[src/rtl/xgmii_port_fanout.sv]
// XGMII fan-out/select: one app TX stream to NPORTS ports, one port RX stream to the app.
// Mask/select changes land only on frame boundaries. `XGMII_FANOUT_CNT_EN adds per-port TX start counters.

module xgmii_frame_trk (
  input  logic        clk,
  input  logic        rst,
  input  logic [63:0] d,
  input  logic [7:0]  c,
  output logic        start,
  output logic        bnd
);
  logic in_frame, in_frame_nxt;

  // Lanes are scanned in ascending order so the later marker in a word wins.
  always_comb begin
    start        = (c[0] && d[7:0] == 8'hFB) || (c[4] && d[39:32] == 8'hFB);
    in_frame_nxt = in_frame;
    for (int k = 0; k < 8; k++) begin
      if (c[k] && d[8*k +: 8] == 8'hFD) in_frame_nxt = 1'b0;
      if ((k == 0 || k == 4) && c[k] && d[8*k +: 8] == 8'hFB) in_frame_nxt = 1'b1;
    end
    bnd = !in_frame && !start;
  end

  always_ff @(posedge clk or posedge rst)
    if (rst) in_frame <= 1'b0;
    else     in_frame <= in_frame_nxt;
endmodule

module xgmii_tx_lane (
  input  logic        clk,
  input  logic        rst,
  input  logic [63:0] app_txd,
  input  logic [7:0]  app_txc,
  input  logic        app_start,
  input  logic        tx_bnd,
  input  logic        mask_en,
  input  logic        link_up,
  output logic [63:0] txd,
  output logic [7:0]  txc,
  output logic [31:0] frame_cnt
);
  logic resume, drive;

  // After a link loss the port waits for an app boundary so it never starts mid-frame.
  assign drive = mask_en && link_up && (resume || tx_bnd);

  always_ff @(posedge clk or posedge rst)
    if (rst) begin
      resume <= 1'b1;
      txd    <= 64'h0707070707070707;
      txc    <= 8'hFF;
    end else begin
      resume <= link_up && (resume || tx_bnd);
      txd    <= drive ? app_txd : 64'h0707070707070707;
      txc    <= drive ? app_txc : 8'hFF;
    end

`ifdef XGMII_FANOUT_CNT_EN
  always_ff @(posedge clk or posedge rst)
    if (rst)                    frame_cnt <= '0;
    else if (drive && app_start) frame_cnt <= frame_cnt + 32'd1;
`else
  logic unused_start;
  assign unused_start = app_start;
  assign frame_cnt    = '0;
`endif
endmodule

module xgmii_port_fanout #(
  parameter int                NPORTS       = 4,
  parameter int                SELW         = (NPORTS > 1) ? $clog2(NPORTS) : 1,
  parameter logic [NPORTS-1:0] TX_MASK_INIT = {NPORTS{1'b1}}
) (
  input  logic                 xgmii_clk,
  input  logic                 sys_rst,
  input  logic [63:0]          app_txd,
  input  logic [7:0]           app_txc,
  output logic [63:0]          app_rxd,
  output logic [7:0]           app_rxc,
  output logic [64*NPORTS-1:0] port_txd,
  output logic [8*NPORTS-1:0]  port_txc,
  input  logic [64*NPORTS-1:0] port_rxd,
  input  logic [8*NPORTS-1:0]  port_rxc,
  input  logic [NPORTS-1:0]    link_up,
  input  logic [NPORTS-1:0]    tx_mask_req,
  input  logic [SELW-1:0]      rx_sel_req,
  output logic [NPORTS-1:0]    tx_mask_act,
  output logic [SELW-1:0]      rx_sel_act,
  output logic                 rx_pending,
  output logic [32*NPORTS-1:0] tx_frame_cnt
);
  localparam logic [63:0] IDLE_D = 64'h0707070707070707;
  localparam logic [7:0]  IDLE_C = 8'hFF;
  localparam int          NSEL   = 1 << SELW;

  logic              app_start, tx_bnd;
  logic [NPORTS-1:0] mask_eff;

  xgmii_frame_trk u_app_trk (
    .clk(xgmii_clk), .rst(sys_rst), .d(app_txd), .c(app_txc),
    .start(app_start), .bnd(tx_bnd)
  );

  assign mask_eff = tx_bnd ? tx_mask_req : tx_mask_act;

  always_ff @(posedge xgmii_clk or posedge sys_rst)
    if (sys_rst) tx_mask_act <= TX_MASK_INIT;
    else         tx_mask_act <= mask_eff;

  for (genvar i = 0; i < NPORTS; i++) begin : g_tx
    xgmii_tx_lane u_lane (
      .clk(xgmii_clk), .rst(sys_rst),
      .app_txd(app_txd), .app_txc(app_txc), .app_start(app_start), .tx_bnd(tx_bnd),
      .mask_en(mask_eff[i]), .link_up(link_up[i]),
      .txd(port_txd[64*i +: 64]), .txc(port_txc[8*i +: 8]),
      .frame_cnt(tx_frame_cnt[32*i +: 32])
    );
  end

  // RX views padded to the full select range so any select code indexes safely.
  logic [NSEL-1:0][63:0] rxd_x;
  logic [NSEL-1:0][7:0]  rxc_x;
  logic [NSEL-1:0]       bnd_x, lnk_x;
  logic [NPORTS-1:0]     unused_rx_start;

  for (genvar i = 0; i < NSEL; i++) begin : g_rx
    if (i < NPORTS) begin : g_port
      assign rxd_x[i] = port_rxd[64*i +: 64];
      assign rxc_x[i] = port_rxc[8*i +: 8];
      assign lnk_x[i] = link_up[i];
      xgmii_frame_trk u_trk (
        .clk(xgmii_clk), .rst(sys_rst), .d(rxd_x[i]), .c(rxc_x[i]),
        .start(unused_rx_start[i]), .bnd(bnd_x[i])
      );
    end else begin : g_pad
      assign rxd_x[i] = IDLE_D;
      assign rxc_x[i] = IDLE_C;
      assign lnk_x[i] = 1'b0;
      assign bnd_x[i] = 1'b0;
    end
  end

  logic            req_ok, do_sw;
  logic [SELW-1:0] sel_eff;

  always_comb begin
    req_ok  = 32'(rx_sel_req) < NPORTS;
    do_sw   = req_ok && (rx_sel_req != rx_sel_act) && bnd_x[rx_sel_act] && bnd_x[rx_sel_req];
    sel_eff = do_sw ? rx_sel_req : rx_sel_act;
  end

  always_ff @(posedge xgmii_clk or posedge sys_rst)
    if (sys_rst) begin
      rx_sel_act <= '0;
      rx_pending <= 1'b0;
      app_rxd    <= IDLE_D;
      app_rxc    <= IDLE_C;
    end else begin
      rx_sel_act <= sel_eff;
      rx_pending <= req_ok && (rx_sel_req != sel_eff);
      app_rxd    <= lnk_x[sel_eff] ? rxd_x[sel_eff] : IDLE_D;
      app_rxc    <= lnk_x[sel_eff] ? rxc_x[sel_eff] : IDLE_C;
    end
endmodule

[config.mk]
export PLATFORM = sky130hd
export DESIGN_NAME = xgmii_port_fanout
export DESIGN_NICKNAME = d
export VERILOG_FILES = /design/src/rtl/xgmii_port_fanout.sv
export SDC_FILE = /design/constraint.sdc
export NUM_CORES = 1
export LEC_CHECK = 0
export BUFFER_PORTS_ARGS = -buffer_cell sky130_fd_sc_hd__clkbuf_2
export CAP_MARGIN = 20
export CELL_PAD_IN_SITES_DETAIL_PLACEMENT = 1
export CELL_PAD_IN_SITES_GLOBAL_PLACEMENT = 1
export CORE_AREA = 2 2 340 342
export DETAILED_ROUTE_END_ITERATION = 12
export DIE_AREA = 0 0 342 344
export PLACE_DENSITY_LB_ADDON = 0.15
export SETUP_SLACK_MARGIN = 0.5
export SYNTH_ARGS = -nofsm -noshare
export SYNTH_HDL_FRONTEND = slang
export SYNTH_SLANG_ARGS = --single-unit
export TNS_END_PERCENT = 5
[constraint.sdc]
create_clock -name xgmii_clk -period 12.3 [get_ports xgmii_clk]
set_clock_uncertainty 0.2 [all_clocks]
set_input_delay 2.46 -clock xgmii_clk [delete_from_list [all_inputs] [get_ports xgmii_clk]]
set_output_delay 2.46 -clock xgmii_clk [all_outputs]
set_load 0.02 [all_outputs]
==> results of run 1 <==
final cells by class:
cell class	count	share of cell area
antenna	2	0.000214
clock buffer	68	0.0606
clock inverter	24	0.0141
inverter	16	0.00294
multi-input combinational	1021	0.264
sequential	376	0.411
tap	1512	0.0809
timing repair buffer	761	0.166
per-layer routing:
metal / track usage / vias to the layer above / share of wire / wire length, um
met5: 0 / - / 0.0018 / 160
met4: 0.0304 / 24 / 0.019 / 1680
met3: 0.0564 / 104 / 0.091 / 8080
met2: 0.256 / 595 / 0.50 / 43900
met1: 0.165 / 7208 / 0.39 / 34800
li1: - / 6458 / - / -
flip-flops by register name, summed over array words and instances, names as in the netlist:
register and cells:
rx_sel_act 2, app_rxd 64, g_tx.u_lane.resume 4, u_app_trk.in_frame 1
g_rx.g_port.u_trk.in_frame 4, g_tx.u_lane.txc 32, tx_mask_act 4, g_tx.u_lane.txd 256
rx_pending 1, app_rxc 8
power by group:
part / internal, mW / leakage, nW / total (mW) / switching [mW]
Combinational: 0.414 / 5.52 / 1.39 / 0.980
Clock: 0.937 / 0.861 / 1.55 / 0.618
Sequential: 1.40 / 4.59 / 1.46 / 0.0630
Total: 2.75 / 11.0 / 4.41 / 1.66
worst max-delay path, delay by kind of cell:
kind,cells,cell delay [ns]
AO/OA/AOI/OAI,4,1.54
buffers and inverters,3,1.47
AND/OR/NAND/NOR,3,0.77
cells by family (layout without fill, tap and decap cells):
| family | after synthesis | count (layout) | share of synthesized area |
|---|---|---|---|
| buf+inv | 241 | 869 | 0.0876 |
| mux | 2 | 2 | 0.00120 |
| flops | 376 | 376 | 0.576 |
| simple gates | 655 | 655 | 0.227 |
| other cells | 1 | 130 | 0.000225 |
| compound gates | 234 | 234 | 0.107 |
| xor+xnor | 2 | 2 | 0.00105 |
final timing paths:
path,from,to,slack (ns),cells after the start
worst min-delay path,tx_mask_act[3]$_DFF_PP1_,tx_mask_act[3]$_DFF_PP1_,0.27,2
worst max register to register,rx_sel_act[1]$_DFF_PP0_,app_rxd[55]$_DFF_PP0_,7.74,9
worst max-delay path,port_rxc[16],app_rxd[55]$_DFF_PP0_,6.25,10
max in group asynchronous,sys_rst,g_tx[0].u_lane.txd[54]$_DFF_PP0_,8.07,4
worst min register to register,tx_mask_act[3]$_DFF_PP1_,tx_mask_act[3]$_DFF_PP1_,0.27,2
min in group asynchronous,sys_rst,g_tx[3].u_lane.txd[20]$_DFF_PP0_,1.82,2
cell usage after synthesis (2+ instances only):
cell,instances,area (um2)
sky130_fd_sc_hd__dfrtp_1,208,5200
sky130_fd_sc_hd__dfstp_2,168,4410
sky130_fd_sc_hd__and2_1,161,1010
sky130_fd_sc_hd__buf_4,133,998
sky130_fd_sc_hd__nand2b_1,131,820
sky130_fd_sc_hd__nand2_1,110,413
sky130_fd_sc_hd__and3_1,100,626
sky130_fd_sc_hd__a211oi_1,95,713
sky130_fd_sc_hd__clkbuf_1,66,248
sky130_fd_sc_hd__nand4_1,43,269
sky130_fd_sc_hd__a311oi_1,40,350
sky130_fd_sc_hd__o21ai_1,32,160
sky130_fd_sc_hd__nand3_1,31,155
sky130_fd_sc_hd__buf_2,22,110
sky130_fd_sc_hd__nor3_1,20,100
sky130_fd_sc_hd__nor4_1,18,113
sky130_fd_sc_hd__inv_1,14,52.6
sky130_fd_sc_hd__nor3b_1,13,97.6
sky130_fd_sc_hd__a21oi_1,11,55.1
sky130_fd_sc_hd__nor2_1,11,41.3
sky130_fd_sc_hd__nand4b_1,10,87.6
sky130_fd_sc_hd__a211oi_2,9,113
sky130_fd_sc_hd__o21a_1,8,60.1
sky130_fd_sc_hd__o21ai_0,5,25.0
sky130_fd_sc_hd__o31ai_1,5,37.5
sky130_fd_sc_hd__a2111oi_0,4,35.0
sky130_fd_sc_hd__a21boi_0,4,30.0
sky130_fd_sc_hd__a21boi_1,4,30.0
sky130_fd_sc_hd__and4_1,4,35.0
sky130_fd_sc_hd__buf_6,4,45.0
sky130_fd_sc_hd__o2111ai_1,4,35.0
sky130_fd_sc_hd__a2111o_1,2,22.5
sky130_fd_sc_hd__a32oi_1,2,17.5
sky130_fd_sc_hd__mux2i_1,2,20.0
sky130_fd_sc_hd__xor2_1,2,17.5
metrics by stage:
step	std cells	instance area (um2)	util	setup slack, ns	hold WS [ns]
after global placement	3684	21600	0.190	5.73	0.255
after global routing	3778	23400	0.205	6.09	0.292
after CTS	3777	23400	0.205	6.32	0.273
final	3780	23400	0.205	6.25	0.269
after detailed placement	3685	21600	0.190	5.61	0.263
after floorplan	1638	17200	-	4.73	0.298
==> flow_summary.html, run 1 <==
<table>
<tr><th>Metric</th><th>Value</th></tr>
<tr><th colspan="2">Critical path</th></tr>
<tr><td>Cell chain of the critical path</td><td>clkbuf_2 -&gt; nand4_1 -&gt; a2111oi_0 -&gt; or4_1 -&gt; o31a_4 -&gt; nor2_4 -&gt; inv_4 -&gt; buf_4 -&gt; a211oi_1 -&gt; a311oi_1</td></tr>
<tr><td>Kind of start point of the critical path</td><td>input port</td></tr>
<tr><td>Data arrival time of the critical path</td><td>6.35 ns</td></tr>
<tr><td>Max stage delay on crit path</td><td>0.77 ns</td></tr>
<tr><td>Kind of end point of the critical path</td><td>register</td></tr>
<tr><td>Required time of the worst setup path</td><td>12.60 ns</td></tr>
<tr><td>CP max-delay cell</td><td>sky130_fd_sc_hd__a2111oi_0</td></tr>
<tr><td>Largest driver fanout on the critical path</td><td>82</td></tr>
<tr><td>WS Path Type</td><td>in2reg</td></tr>
<tr><th colspan="2">Place</th></tr>
<tr><td>RePlAce Congestion</td><td>0.876</td></tr>
<tr><td>Port bufs</td><td>738</td></tr>
<tr><td>Post-DP HPWL</td><td>68900 um</td></tr>
<tr><th colspan="2">STA</th></tr>
<tr><td>Shortest period the worst path allows</td><td>6.05 ns</td></tr>
<tr><td>Post-route fraction of the period consumed by the critical path</td><td>0.492</td></tr>
<tr><td>Number of setup violations in the final report</td><td>0</td></tr>
<tr><td>Final TNS setup</td><td>0 ns</td></tr>
<tr><td>Setup repair after global routing missed its margin</td><td>false</td></tr>
<tr><td>Hold Vio Cnt, Final</td><td>0</td></tr>
<tr><td>Max Slew Vio Count</td><td>0</td></tr>
<tr><td>Measured slew at the worst slew-check pin</td><td>1.05 ns</td></tr>
<tr><td>Fmax achieved</td><td>0.165 GHz</td></tr>
<tr><td>Relative slew margins</td><td>0.302</td></tr>
<tr><th colspan="2">Finish</th></tr>
<tr><td>Area of all sequential standard cells</td><td>9620 um2</td></tr>
<tr><td>Final #Nets</td><td>2597</td></tr>
<tr><td>Commonest non-fill, non-tap cell in the layout</td><td>sky130_fd_sc_hd__clkbuf_2</td></tr>
<tr><td>Number of fill cells in the layout</td><td>13267</td></tr>
<tr><td>Share of post-route cells with drive strength above 1</td><td>0.458</td></tr>
<tr><td>Area taken by multi-input logic gates</td><td>6170 um2</td></tr>
<tr><td>Area overhead of the layout relative to synthesis</td><td>40.1%</td></tr>
<tr><td>Highest-count cells in the layout ignoring fill and taps</td><td>sky130_fd_sc_hd__clkbuf_2 (738), sky130_fd_sc_hd__dfrtp_1 (208), sky130_fd_sc_hd__dfstp_2 (168)</td></tr>
<tr><th colspan="2">Clock tree</th></tr>
<tr><td>Buffer type at the clock tree root</td><td>sky130_fd_sc_hd__clkbuf_16</td></tr>
<tr><td>Deepest clock path buffer count</td><td>3</td></tr>
<tr><td>Post-cts gate resize count</td><td>0</td></tr>
<tr><td>Clock insertion delay at the later pin of the skew report</td><td>0.61 ns</td></tr>
<tr><td>H-Tree Level Count</td><td>2</td></tr>
<tr><td>Clock sinks</td><td>376</td></tr>
<tr><td>Worst-path clk slew</td><td>0.06 ns</td></tr>
<tr><td># hold bufs at CTS</td><td>0</td></tr>
<tr><td>Number of buffers added for setup after CTS</td><td>0</td></tr>
<tr><td>Clock tree from TritonCTS</td><td>yes</td></tr>
<tr><td>Clock buffers created by TritonCTS</td><td>49</td></tr>
<tr><th colspan="2">Synthesis</th></tr>
<tr><td>Post-synthesis instance area</td><td>16700 um2</td></tr>
<tr><td>Cell count after synthesis</td><td>1511</td></tr>
<tr><td>Share of flip-flops with an asynchronous set or reset</td><td>1.00</td></tr>
<tr><td>Post-synthesis sequential area ratio</td><td>0.576</td></tr>
<tr><td>Netlist cell types</td><td>50</td></tr>
<tr><td>Top flip-flop cell by instance count after synthesis</td><td>sky130_fd_sc_hd__dfrtp_1</td></tr>
<tr><td>Synthesized flop and latch total</td><td>376</td></tr>
<tr><td>Average size of a mapped cell</td><td>11.1 um2</td></tr>
<tr><td>Count of flip-flops with a built-in enable after synthesis</td><td>0</td></tr>
<tr><td>Total of warnings raised by yosys</td><td>0</td></tr>
<tr><th colspan="2">GRT</th></tr>
<tr><td>First-pass GRT wire length</td><td>123000 um</td></tr>
<tr><td>Overflow left after global routing</td><td>0</td></tr>
<tr><td>Vias in the first global route</td><td>16117</td></tr>
<tr><td>Tot GR Track Use</td><td>0.145</td></tr>
<tr><td>Pin count of the biggest net entering global routing</td><td>143</td></tr>
<tr><td>Antenna violations before repair</td><td>19</td></tr>
<tr><th colspan="2">Floorplan</th></tr>
<tr><td>Area of the core region</td><td>114000 um2</td></tr>
<tr><td>Vertical extent of the die</td><td>344 um</td></tr>
<tr><td>Total number of placement rows</td><td>124</td></tr>
<tr><td>Die W</td><td>342 um</td></tr>
<tr><td>Initial Util</td><td>0.147</td></tr>
<tr><td>Boundary Pins</td><td>867</td></tr>
<tr><td>Overall die area</td><td>118000 um2</td></tr>
<tr><th colspan="2">Route</th></tr>
<tr><td>Via count of the routed design</td><td>14389</td></tr>
<tr><td>Total Routed Length</td><td>88600 um</td></tr>
<tr><td>Via density per instance</td><td>3.81</td></tr>
<tr><td>Drt first-iter violations</td><td>349</td></tr>
<tr><td>Drt wl/cell</td><td>23.4 um</td></tr>
<tr><td>Final antenna-violating net count</td><td>0</td></tr>
<tr><td>Total DRC errors in the routed layout</td><td>0</td></tr>
<tr><td>Number of detailed-routing iterations run before antenna repair</td><td>4</td></tr>
<tr><th colspan="2">Pwr</th></tr>
<tr><td>Max VDD drop</td><td>121 uV</td></tr>
<tr><td>LEAKAGE</td><td>11.0 nW</td></tr>
<tr><td>Total chip power</td><td>4.41 mW</td></tr>
<tr><td>Total power divided by cell area</td><td>189 nW/um2</td></tr>
<tr><th colspan="2">Flow run</th></tr>
<tr><td>Max cap viols</td><td>0</td></tr>
<tr><th colspan="2">Status</th></tr>
<tr><td>Outcome</td><td>complete, no violations</td></tr>
<tr><th colspan="2">Min path</th></tr>
<tr><td>Hold Crit Class</td><td>reg2reg</td></tr>
</table>
(Power assumes the default switching activity.)
==> inputs of run 2 (changes only) <==
--- a/config.mk
+++ b/config.mk
@@ -9,9 +9,9 @@
 export CAP_MARGIN = 20
 export CELL_PAD_IN_SITES_DETAIL_PLACEMENT = 1
 export CELL_PAD_IN_SITES_GLOBAL_PLACEMENT = 1
-export CORE_AREA = 2 2 340 342
+export CORE_AREA = 2 2 339 341
 export DETAILED_ROUTE_END_ITERATION = 12
-export DIE_AREA = 0 0 342 344
+export DIE_AREA = 0 0 341 343
 export PLACE_DENSITY_LB_ADDON = 0.15
 export SETUP_SLACK_MARGIN = 0.5
 export SYNTH_ARGS = -nofsm -noshare
==> constraint.sdc (replaced) <==
create_clock -name xgmii_clk -period 5.8 [get_ports xgmii_clk]
set_clock_uncertainty 0.2 [all_clocks]
set_input_delay 1.16 -clock xgmii_clk [delete_from_list [all_inputs] [get_ports xgmii_clk]]
set_output_delay 1.16 -clock xgmii_clk [all_outputs]
set_load 0.02 [all_outputs]
==> flow_summary.html, run 2 (synthesis results as in run 1) <==
<table>
<tr><th>Metric</th><th>Value</th></tr>
<tr><th colspan="2">Status</th></tr>
<tr><td>Outcome</td><td>complete, no violations</td></tr>
<tr><th colspan="2">Critical path</th></tr>
<tr><td>Cell family with most CP delay</td><td>compound AO/OA/AOI/OAI gates</td></tr>
<tr><td>Max stage delay on crit path</td><td>0.75 ns (-0.02 ns)</td></tr>
<tr><td>Kind of end point of the critical path</td><td>register</td></tr>
<tr><td>Largest driver fanout on the critical path</td><td>51 (-38%)</td></tr>
<tr><td>Kind of start point of the critical path</td><td>input port</td></tr>
<tr><td>CP max-delay cell</td><td>sky130_fd_sc_hd__a2111oi_0</td></tr>
<tr><td>Cell chain of the critical path</td><td>clkbuf_2 -&gt; nand4_1 -&gt; a2111oi_0 -&gt; or4_1 -&gt; o31ai_1 -&gt; and2_2 -&gt; inv_4 -&gt; buf_12 -&gt; a211oi_1 -&gt; a311oi_1</td></tr>
<tr><td>Buf/Inv on CP</td><td>3 (unchanged)</td></tr>
<tr><td>WS Path Type</td><td>in2reg</td></tr>
<tr><td>Required time of the worst setup path</td><td>6.13 ns (-6.47 ns)</td></tr>
<tr><td>Data arrival time of the critical path</td><td>4.59 ns (-1.76 ns)</td></tr>
<tr><th colspan="2">Clock tree</th></tr>
<tr><td>Buffer type at the clock tree root</td><td>sky130_fd_sc_hd__clkbuf_16</td></tr>
<tr><td>Clock insertion delay at the later pin of the skew report</td><td>0.64 ns (+0.03 ns)</td></tr>
<tr><td>Clock tree from TritonCTS</td><td>yes</td></tr>
<tr><td>H-Tree Level Count</td><td>2 (unchanged)</td></tr>
<tr><td>Post-cts gate resize count</td><td>0 (unchanged)</td></tr>
<tr><td>Clock buffers created by TritonCTS</td><td>49 (unchanged)</td></tr>
<tr><td>Number of buffers added for setup after CTS</td><td>0 (unchanged)</td></tr>
<tr><td>Deepest clock path buffer count</td><td>3 (unchanged)</td></tr>
<tr><td>Worst-path clk slew</td><td>0.06 ns (about the same)</td></tr>
<tr><td>Clock sinks</td><td>376 (unchanged)</td></tr>
<tr><td># hold bufs at CTS</td><td>0 (unchanged)</td></tr>
<tr><th colspan="2">Finish</th></tr>
<tr><td>Reg with most FFs</td><td>g_tx.u_lane.txd</td></tr>
<tr><td>Area overhead of the layout relative to synthesis</td><td>40.1% (about the same)</td></tr>
<tr><td>Share of post-route cells with drive strength above 1</td><td>0.458 (about the same)</td></tr>
<tr><td>Finished Cell Area</td><td>23400 um2 (about the same)</td></tr>
<tr><td>Commonest non-fill, non-tap cell in the layout</td><td>sky130_fd_sc_hd__clkbuf_2</td></tr>
<tr><td>Largest registers</td><td>g_tx.u_lane.txd: 256 flops, app_rxd: 64 flops, g_tx.u_lane.txc: 32 flops</td></tr>
<tr><td>Flip-flop count of the largest register after layout</td><td>256 (unchanged)</td></tr>
<tr><td>Highest-count cells in the layout ignoring fill and taps</td><td>sky130_fd_sc_hd__clkbuf_2 (738), sky130_fd_sc_hd__dfrtp_1 (208), sky130_fd_sc_hd__dfstp_2 (168)</td></tr>
<tr><td>Final #Nets</td><td>2601 (+0.15%)</td></tr>
<tr><th colspan="2">Route</th></tr>
<tr><td>Drt wl/cell</td><td>23.2 um (-1.2%)</td></tr>
<tr><td>Via count of the routed design</td><td>14494 (+0.73%)</td></tr>
<tr><td>Final antenna-violating net count</td><td>0 (unchanged)</td></tr>
<tr><td>Drt first-iter violations</td><td>508 (+46%)</td></tr>
<tr><td>Number of detailed-routing iterations run before antenna repair</td><td>5 (+1)</td></tr>
<tr><td>Total Routed Length</td><td>87700 um (-1.0%)</td></tr>
<tr><td>Total DRC errors in the routed layout</td><td>0 (unchanged)</td></tr>
<tr><td>Via density per instance</td><td>3.83 (+0.57%)</td></tr>
<tr><th colspan="2">Floorplan</th></tr>
<tr><td>Overall die area</td><td>117000 um2 (-0.58%)</td></tr>
<tr><td>Die W</td><td>341 um (-0.29%)</td></tr>
<tr><td>Area of the core region</td><td>113000 um2 (-0.41%)</td></tr>
<tr><td>Vertical extent of the die</td><td>343 um (-0.29%)</td></tr>
<tr><td>Initial Util</td><td>0.147 (+0.000602)</td></tr>
<tr><td>Total number of placement rows</td><td>124 (unchanged)</td></tr>
<tr><td>Boundary Pins</td><td>867 (unchanged)</td></tr>
<tr><th colspan="2">STA</th></tr>
<tr><td>Relative slew margins</td><td>0.299 (-0.00362)</td></tr>
<tr><td>Post-route fraction of the period consumed by the critical path</td><td>0.735</td></tr>
<tr><td>Shortest period the worst path allows</td><td>4.26 ns</td></tr>
<tr><td>Hold Vio Cnt, Final</td><td>0 (unchanged)</td></tr>
<tr><td>Max Slew Vio Count</td><td>0 (unchanged)</td></tr>
<tr><td>Setup repair after global routing missed its margin</td><td>false</td></tr>
<tr><td>Measured slew at the worst slew-check pin</td><td>1.05 ns (+0.00543 ns)</td></tr>
<tr><td>Fmax achieved</td><td>0.235 GHz</td></tr>
<tr><td>Number of setup violations in the final report</td><td>0 (unchanged)</td></tr>
<tr><th colspan="2">Place</th></tr>
<tr><td>RePlAce Congestion</td><td>0.851 (-2.8%)</td></tr>
<tr><td>Post-DP HPWL</td><td>69000 um (+0.17%)</td></tr>
<tr><td>Post-Place Cell Area</td><td>21700 um2 (+0.49%)</td></tr>
<tr><td>Port bufs</td><td>738 (unchanged)</td></tr>
<tr><th colspan="2">Pwr</th></tr>
<tr><td>LEAKAGE</td><td>11.0 nW (about the same)</td></tr>
<tr><td>Max VDD drop</td><td>219 uV (+81%)</td></tr>
<tr><td>Total power divided by cell area</td><td>395 nW/um2 (+110%)</td></tr>
<tr><td>Total chip power</td><td>9.24 mW (+110%)</td></tr>
<tr><th colspan="2">GRT</th></tr>
<tr><td>Vias in the first global route</td><td>15995 (-0.76%)</td></tr>
<tr><td>Overflow left after global routing</td><td>0 (unchanged)</td></tr>
<tr><td>First-pass GRT wire length</td><td>123000 um (-0.29%)</td></tr>
<tr><td>Pin count of the biggest net entering global routing</td><td>148 (+3.5%)</td></tr>
<tr><td>Tot GR Track Use</td><td>0.145 (about the same)</td></tr>
<tr><td>Antenna violations before repair</td><td>25 (+6)</td></tr>
<tr><th colspan="2">Flow run</th></tr>
<tr><td>Max cap viols</td><td>0 (unchanged)</td></tr>
<tr><th colspan="2">Min path</th></tr>
<tr><td>Hold Crit Class</td><td>reg2reg</td></tr>
</table>
run 2: changes by cell type in the layout (fill, tap and decap cells not counted), moves of 3 or more:
| cell | delta |
|---|---|
| sky130_fd_sc_hd__inv_6 | -3 |
| sky130_fd_sc_hd__bufinv_16 | -5 |
| sky130_fd_sc_hd__clkbuf_1 | +4 |
| sky130_fd_sc_hd__clkbuf_8 | +3 |
| sky130_fd_sc_hd__buf_12 | +6 |
run 2: final timing paths:
kind	start	end	cells after the start	slack (ns)
min	tx_mask_act[3]$_DFF_PP1_	tx_mask_act[3]$_DFF_PP1_	2	0.27
min reg2reg	tx_mask_act[3]$_DFF_PP1_	tx_mask_act[3]$_DFF_PP1_	2	0.27
max	port_rxc[8]	app_rxd[55]$_DFF_PP0_	10	1.54
max in group asynchronous	sys_rst	g_tx[3].u_lane.txd[62]$_DFF_PP0_	3	3.65
min in group asynchronous	sys_rst	g_tx[1].u_lane.txd[23]$_DFF_PP0_	2	0.45
max reg2reg	rx_sel_act[1]$_DFF_PP0_	app_rxd[55]$_DFF_PP0_	9	1.63
run 2: stage by stage:
step | utilization | instances | worst slack [ns] | hold slack, ns | TNS [ns]
after floorplan | - | 1638 | -0.473 | 0.298 | -98.37
after global placement | 0.192 | 3690 | 0.935 | 0.257 | 0
after detailed placement | 0.192 | 3690 | 0.870 | 0.268 | 0
after CTS | 0.206 | 3782 | 1.61 | 0.277 | 0
after global routing | 0.206 | 3784 | 1.46 | 0.294 | 0
final | 0.206 | 3786 | 1.54 | 0.271 | 0
run 2: where the power goes:
group	internal, mW	switching [mW]	total [mW]
sequential	2.97	0.157	3.13
clock	1.81	1.30	3.11
combinational	0.921	2.08	3.00
total	5.70	3.54	9.24
run 2: cell type report:
cell class	instances	area [um2]
Antenna cell	4	10.0
Clock buffer	75	1470
Clock inverter	17	186
Fill cell	13237	90000
Inverter	16	68.8
Multi-Input combinational cell	1021	6170
Sequential cell	376	9620
Tap cell	1512	1890
Timing Repair Buffer	765	3980
run 2: per-layer routing:
layer,global-route usage,routed length [um],vias up
li1,-,-,6472
met1,0.166,34400,7243
met2,0.254,43400,626
met3,0.0546,7680,123
met4,0.0352,1970,30
met5,0,209,-
run 2: tightest hold or removal path, cell delays in order, from the launching register on:
cell	delay (ns)
sky130_fd_sc_hd__dfstp_2	0.38
sky130_fd_sc_hd__nand2_1	0.05
sky130_fd_sc_hd__nand2_1	0.04
